**src/rtl/flat_buffer_sequencer_if.sv**
```systemverilog
// Handshake bundle between the sequencer, its upstream source and the
// downstream frame consumer.
interface flat_buffer_sequencer_if;
    logic in_valid;
    logic in_ready;
    logic shift_en;
    logic out_valid;
    logic out_ready;

    modport master (
        output in_valid,
        output out_ready,
        input  in_ready,
        input  shift_en,
        input  out_valid
    );

    modport slave (
        input  in_valid,
        input  out_ready,
        output in_ready,
        output shift_en,
        output out_valid
    );
endinterface

```
**src/rtl/flat_buffer_sequencer.sv**
```systemverilog
// Controls a per-channel history buffer: fills it, then emits a frame
// every effective-stride accepts, freezing the buffer under backpressure.
module flat_buffer_sequencer #(
    parameter int depth        = 5,
    parameter int stride_width = 3,
    parameter int fcnt_width   = 16
) (
    input  logic                         clk,
    input  logic                         rstb,
    input  logic                         en,
    input  logic                         flush,
    input  logic [stride_width-1:0]      stride,
    flat_buffer_sequencer_if.slave       bus,
    output logic [$clog2(depth+1)-1:0]   fill_cnt,
    output logic [fcnt_width-1:0]        frame_cnt,
    output logic [1:0]                   state
);

    localparam int FW = $clog2(depth + 1);
    localparam int SW = stride_width;

    typedef enum logic [1:0] {
        IDLE = 2'd0,
        FILL = 2'd1,
        RUN  = 2'd2
    } state_e;

    state_e                state_q, state_d;
    logic [FW-1:0]         fill_q, fill_d;
    logic [SW-1:0]         scnt_q, scnt_d;
    logic [SW-1:0]         str_q, str_d;
    logic                  ov_q, ov_d;
    logic [fcnt_width-1:0] fcnt_q, fcnt_d;

    logic          in_rdy;
    logic          shift;
    logic          consume;
    logic [SW-1:0] eff;

    always_comb begin
        in_rdy  = (state_q != IDLE) & en & ~flush & (~ov_q | bus.out_ready);
        shift   = bus.in_valid & in_rdy;
        consume = ov_q & bus.out_ready;
        eff     = (stride == '0) ? SW'(1) : stride;

        state_d = state_q;
        fill_d  = fill_q;
        scnt_d  = scnt_q;
        str_d   = str_q;
        ov_d    = ov_q;
        fcnt_d  = fcnt_q;

        if (!en) begin
            state_d = IDLE;
            fill_d  = '0;
            scnt_d  = '0;
            ov_d    = 1'b0;
        end else if (flush) begin
            state_d = FILL;
            fill_d  = '0;
            scnt_d  = '0;
            ov_d    = 1'b0;
        end else begin
            if (consume) begin
                ov_d   = 1'b0;
                fcnt_d = fcnt_q + fcnt_width'(1);
            end
            unique case (state_q)
                IDLE: state_d = FILL;
                FILL: begin
                    if (shift) begin
                        fill_d = fill_q + FW'(1);
                        if (fill_q == FW'(depth - 1)) begin
                            state_d = RUN;
                            ov_d    = 1'b1;
                            str_d   = eff;
                        end
                    end
                end
                RUN: begin
                    // Stride is re-latched at every frame completion
                    if (shift) begin
                        if ((scnt_q + SW'(1)) >= str_q) begin
                            scnt_d = '0;
                            ov_d   = 1'b1;
                            str_d  = eff;
                        end else begin
                            scnt_d = scnt_q + SW'(1);
                        end
                    end
                end
                default: state_d = IDLE;
            endcase
        end
    end

    always_ff @(posedge clk or negedge rstb) begin
        if (!rstb) begin
            state_q <= IDLE;
            fill_q  <= '0;
            scnt_q  <= '0;
            str_q   <= SW'(1);
            ov_q    <= 1'b0;
            fcnt_q  <= '0;
        end else begin
            state_q <= state_d;
            fill_q  <= fill_d;
            scnt_q  <= scnt_d;
            str_q   <= str_d;
            ov_q    <= ov_d;
            fcnt_q  <= fcnt_d;
        end
    end

    assign bus.in_ready  = in_rdy;
    assign bus.shift_en  = shift;
    assign bus.out_valid = ov_q;
    assign fill_cnt      = fill_q;
    assign frame_cnt     = fcnt_q;
    assign state         = state_q;

endmodule
```
**src/flat_wrapper.sv**
```systemverilog
// flat-port wrapper written by rule: the top's interface ports become plain ports
module flat_buffer_sequencer_flat 
#(
    parameter int depth        = 5,
    parameter int stride_width = 3,
    parameter int fcnt_width   = 16
)
  (clk, rstb, en, flush, stride, fill_cnt, frame_cnt, state, bus_in_valid, bus_out_ready, bus_in_ready, bus_shift_en, bus_out_valid);
  flat_buffer_sequencer_if bus_i ();
  input  logic clk;
  input  logic rstb;
  input  logic en;
  input  logic flush;
  input  logic [stride_width-1:0] stride;
  output logic [$clog2(depth+1)-1:0] fill_cnt;
  output logic [fcnt_width-1:0] frame_cnt;
  output logic [1:0] state;
  input wire logic [$bits(bus_i.in_valid)-1:0] bus_in_valid;
  input wire logic [$bits(bus_i.out_ready)-1:0] bus_out_ready;
  output wire logic [$bits(bus_i.in_ready)-1:0] bus_in_ready;
  output wire logic [$bits(bus_i.shift_en)-1:0] bus_shift_en;
  output wire logic [$bits(bus_i.out_valid)-1:0] bus_out_valid;
  assign bus_i.in_valid = bus_in_valid;
  assign bus_i.out_ready = bus_out_ready;
  assign bus_in_ready = bus_i.in_ready;
  assign bus_shift_en = bus_i.shift_en;
  assign bus_out_valid = bus_i.out_valid;
  flat_buffer_sequencer #(.depth(depth), .stride_width(stride_width), .fcnt_width(fcnt_width)) u_core (.clk(clk), .rstb(rstb), .en(en), .flush(flush), .stride(stride), .bus(bus_i), .fill_cnt(fill_cnt), .frame_cnt(frame_cnt), .state(state));
endmodule
```
**config.mk**
```make
export PLATFORM = sky130hd
export DESIGN_NAME = flat_buffer_sequencer_flat
export DESIGN_NICKNAME = d
export VERILOG_FILES = /design/src/rtl/flat_buffer_sequencer_if.sv /design/src/rtl/flat_buffer_sequencer.sv /design/src/flat_wrapper.sv
export SDC_FILE = /design/constraint.sdc
export NUM_CORES = 1
export LEC_CHECK = 0
export ABC_AREA = 0
export BUFFER_PORTS_ARGS = -buffer_cell sky130_fd_sc_hd__buf_2
export CAP_MARGIN = 20
export CORE_AREA = 2 2 59 61
export DETAILED_ROUTE_END_ITERATION = 8
export DIE_AREA = 0 0 61 63
export PLACE_DENSITY = 0.76
export SYNTH_ARGS = -nofsm -noshare
export SYNTH_HDL_FRONTEND = slang
export SYNTH_SLANG_ARGS = --single-unit
```
**constraint.sdc**
```tcl
create_clock -name clk -period 2.39 [get_ports clk]
set_input_delay 0.478 -clock clk [delete_from_list [all_inputs] [get_ports clk]]
set_output_delay 0.478 -clock clk [all_outputs]
set_load 0.03 [all_outputs]
```
---- Word-level counts from Yosys, hierarchy flattened ----
Index checks and enable logic that the tools add are counted.
cells by class
  add/subtract/negate cells ............... 3
  order comparisons ....................... 1
  eq/ne operators ......................... 13
  muxes and demuxes ....................... 28
  bitwise operators ....................... 8
  reductions and logical operators ........ 9
operator list
  kind                     number
  $mux W3                  14
  $add A16 B1 Y16 const B  1
  $ne A3 B1 Y1 const B     3
  $mux W2                  4
  $mux W1                  7
  $reduce_and A7 Y1        1
  $add A3 B1 Y3 const B    2
  $pmux W2 S3              1
  $pmux W3 S2              1
  $reduce_and A3 Y1        2
  $and A1 B1 Y1            5
  $ne A2 B1 Y1 const B     2
  $ne A2 B2 Y1 const B     2
  $ne A4 B3 Y1 const B     1
  $ne A4 B4 Y1 const B     1
  $reduce_and A2 Y1        2
  $reduce_bool A2 Y1       2
  $eq A3 B3 Y1 const B     1
  $ge A3 B3 Y1             1
  $logic_not A3 Y1         1
  $ne A3 B3 Y1 const B     1
  $eq A2 B1 Y1 const B     1
  $eq A2 B2 Y1 const B     1
  $logic_not A2 Y1         1
  other kinds (3)          4
storage, ports and cells
  flip-flop bits (word level) ............. 28
  output and inout port bits .............. 24
  word-level logic and storage cells ...... 68

---- Logic depth before layout (Yosys ltp) ----
  depth after elaboration ................. 9
  depth in mapped cells ................... 8
  depth with buffers taken out ............ 8

---- Worst setup path before layout ----
No wires, ideal clock.
  kind .................................... register -> register
  from .................................... register u_core.state_q[0] (netlist: u_core.state[0])
  to ...................................... register u_core.scnt_q[2]
  data arrival time ....................... 2.203 ns
  slack ................................... 0.110 ns
  cell stages (with the launch flop) ...... 9
  path buffers ............................ 0
  clock period less this slack ............ 2.280 ns
  cell sequence ........................... dfrtp_1 inv_1 ha_1 and4bb_2 nand2_2 inv_1 nand3_1 or3b_2 a21oi_1
on the way
  longest elaborated chain between the ends .. 7
ends and longest elaborated chain
  item                         line                          text
  start: declaration           flat_buffer_sequencer.sv:28   state_e state_q, state_d;
  start signal: assignment     flat_buffer_sequencer.sv:106  state_q <= state_d;
  $reduce_bool A2 Y1           flat_buffer_sequencer.sv:41   in_rdy = (state_q != IDLE) & en & ~flush & (~ov_q | bus.out_ready);
  $and A1 B1 Y1 (3 in a row)   flat_buffer_sequencer.sv:41
  $and A1 B1 Y1                flat_buffer_sequencer.sv:42   shift = bus.in_valid & in_rdy;
  net bus_shift_en             flat_wrapper.sv:21            output wire logic [$bits(bus_i.shift_en)-1:0] bus_shift_en;
  $ne A3 B1 Y1 (no line)       --
  $reduce_and A2 Y1 (no line)  --
  end signal: assignment       flat_buffer_sequencer.sv:108  scnt_q <= scnt_d;
  end: declaration             flat_buffer_sequencer.sv:30   logic [SW-1:0] scnt_q, scnt_d;
The timed path passes the listed nets, and every way through them passes these cells.
A chain may end at the register's enable or synchronous reset.

---- Worst setup path in the final report ----
  from .................................... register u_core.scnt_q[0]
  to ...................................... register u_core.scnt_q[2]
on the way
  longest elaborated chain between the ends .. 7
ends and longest elaborated chain
  item             line                                                      text
  $add A3 B1 Y3 *  flat_buffer_sequencer.sv:83, flat_buffer_sequencer.sv:88
  $ge A3 B3 Y1     flat_buffer_sequencer.sv:83                               if ((scnt_q + SW'(1)) >= str_q) begin
  $mux W3 *        flat_buffer_sequencer.sv:83
  $mux W3 *        flat_buffer_sequencer.sv:82                               if (shift) begin
  $mux W3 *        flat_buffer_sequencer.sv:68                               unique case (state_q)
  $mux W3 *        flat_buffer_sequencer.sv:58                               end else if (flush) begin
  $mux W3 *        flat_buffer_sequencer.sv:53                               if (!en) begin
Every way passes the cells marked *; elsewhere a longest branch is shown, timed or not. The select of a mux whose other input is x is not followed.

==> flow_summary.toml <==
[logic_synthesis]
synth-xor-area-share_pct = 10.2
ys_async_sr_fraction_pct = 100
muxShareOfSynthArea_pct = 3.87
synth_fa_ha_area_share_pct = 9.47
synth-seq-cells = 28
synthFlopType = "dfrtp_1"
synth_compound_area_share_pct = 7.49
synth_top_family_by_area = "simple AND/OR/NAND/NOR gates"
synth-simple-area-share_pct = 18.3
synth_edf_count = 0
syn-cell-area_um2 = 1450
seq_area_frac_synth_pct = 48.3
avgSynthCellArea_um2 = 10.7
synth_nets = 156
syn_inst = 136
ys_warn_count = 0
ys_types = 32

[placed_design]
numPortBuffers = 32
placed_cells = 213
gp_congestion = 0.810
placed_cell_area_um2 = 1670
place_hpwl_um = 2260

[global_routing]
overflow = 0
grt_usage_pct = 17.0
grt_pass1_vias = 1091
grt_max_degree = 29
antenna_found_initial = 0
grt_pass1_wl_um = 5020

[detailed_routing]
route.detailed.drc = 0
wl_met2_um = 1620
first_iter_violations = 46
vias = 1104
drt-total-wl_um = 3080
drtPass1Iterations = 4
drt-met1-wl_um = 1380
drtAntennaViolNets = 0
met3_wirelength_um = 82
wl_per_cell_um = 14.0
vias_per_cell = 5.00
dr.max_layer_used = "met4"

[floorplan]
core_um2 = 3230
ioPinCount = 33
die_h_um = 63
rows = 21
die_width_um = 61
initial_core_util_pct = 45.0
die_area_um2 = 3840

[clock_tree]
cts_hold_buffers = 0
cts_buffers = 3
h-tree-depth = 1
clock_latency_ns = 0.32
cts_tree = "done"
cts-root-buf = "clkbuf_4"
cts.sinks = 28
cts_buffer_depth = 2
path_clk_slew_ns = 0.15

[critical_path]
required_ns = 2.64
crit_type = "reg2reg"
start_kind = "flop"
worst_ep_arrival_time_ns = 2.56
crit_path_max_fanout = 5
critPathCaptureType = "flop"
rr_worst_depth = 8

[sta]
finalSetupViolCount = 0
finalHoldViolCount = 0
slew_headroom_pct = 58.2
worst_slew_pin_slew_ns = 0.627
skew_ns = 0.00769
finalCritPeriodShare_pct = 96.5
max_freq_ghz = 0.433
fin_crit_ns = 2.31
hold_ws_ns = 0.144
rsz0062_at_grt = "false"
final-max-slew-violation-count = 0

[finish]
multi_input_area_um2 = 736
layoutNonFillerInstCount = 221
nNetsFinal = 196
layout_commonest_cell = "buf_2"
regArea_um2 = 702
area_growth_pct = 21.8
design_area_um2 = 1770
nFillCells = 305
drive_above_1_share_pct = 28.6
final_cell_mix = "buf_2, dfrtp_1, nand2_1"
diodes = 0

[flow_run]
max_cap_viol_count = 0

[power]
power_leakage_nw = 0.928
total_power_mw = 0.972
pwr_density_cell_nw_per_um2 = 549
ir_drop_v = 0.000261

[worst_hold_path]
hold_path.class = "in2async"

[status]
status = "complete, no violations"
==> cells by family after synthesis <==
family          Yosys count
simple gates             49
flops                    28
compound gates           17
xor+xnor                 17
fa+ha+maj                11
buf+inv                   9
mux                       5
==> worst paths after layout <==
check | start | end | slack (ns)
min | rstb | u_core.fill_cnt[2] | 0.14
max in group asynchronous | rstb | u_core.scnt_q[2] | 1.84
max | u_core.scnt_q[0] | u_core.scnt_q[2] | 0.08
min reg2reg | u_core.frame_cnt[15] | u_core.frame_cnt[15] | 0.49
min in group clk | stride[1] | u_core.str_q[1] | 0.38
max reg2reg | u_core.scnt_q[0] | u_core.scnt_q[2] | 0.08
==> state kept, by name (all words and copies together), names as in the netlist <==
signal                flops
u_core.str_q              3
u_core.bus.out_valid      1
u_core.frame_cnt         16
u_core.fill_cnt           3
u_core.state              2
u_core.scnt_q             3
==> area by class of cell <==
cell class,instances,area share [%]
Clock buffer,3,1.27
Clock inverter,1,1.70
Inverter,8,1.70
Multi-Input combinational cell,99,41.6
Sequential cell,28,39.6
Tap cell,46,3.25
Timing Repair Buffer,36,10.9
==> per-layer routing <==
metal	up-vias	track usage [%]
met1	538	22.0
met3	2	1.86
met5	-	0
li1	546	-
met2	18	30.0
met4	0	3.26
==> report_power, final <==
group	leakage (nW)	internal, mW	switching (mW)
combinational	0.518	0.0658	0.0852
clock	0.0279	0.169	0.138
sequential	0.382	0.500	0.0131
total	0.928	0.735	0.237
==> stage by stage <==
stage | setup WS [ns] | TNS (ns) | util (%)
CTS | 0.00395 | 0 | 53.9
global placement | 0.0933 | 0 | 51.6
floorplan | 0.110 | 0 | -
detailed placement | -0.0405 | -0.0813 | 51.6
global route | 0.00450 | 0 | 54.8
finish | 0.0829 | 0 | 54.8
==> worst max-delay path, cell delays in order (launching register included) <==
cell	delay, ns
dfrtp_1	0.42
ha_2	0.21
xor2_1	0.16
ha_1	0.31
a21o_1	0.20
a31oi_4	0.21
nand3_1	0.13
or3b_2	0.46
a21oi_1	0.13
==> Yosys cell counts, drive strengths merged, types with 2 or more instances <==
| master | instances | area [µm²] |
|---|---|---|
| xnor2 | 11 | 96.3 |
| nor2 | 3 | 11.3 |
| o21a | 2 | 15.0 |
| xor2 | 6 | 52.6 |
| nand3 | 11 | 55.1 |
| inv | 8 | 30.0 |
| a21oi | 3 | 15.0 |
| o21ai | 6 | 30.0 |
| mux2 | 5 | 56.3 |
| nor3 | 2 | 10.0 |
| and3 | 6 | 37.5 |
| nand4 | 3 | 18.8 |
| nor2b | 3 | 18.8 |
| nand2 | 14 | 55.1 |
| dfrtp | 27 | 676 |
| ha | 11 | 138 |
| nand2b | 2 | 12.5 |
==> what timing repair did <==
item	CTS	global route
gates resized for setup	1	4
setup buffers	2	2
endpoints found under the hold margin	0	0
cloned	0	0
pin swaps	0	2
endpoints found under the setup margin	5	5
Power figures use the tool's default switching activity.
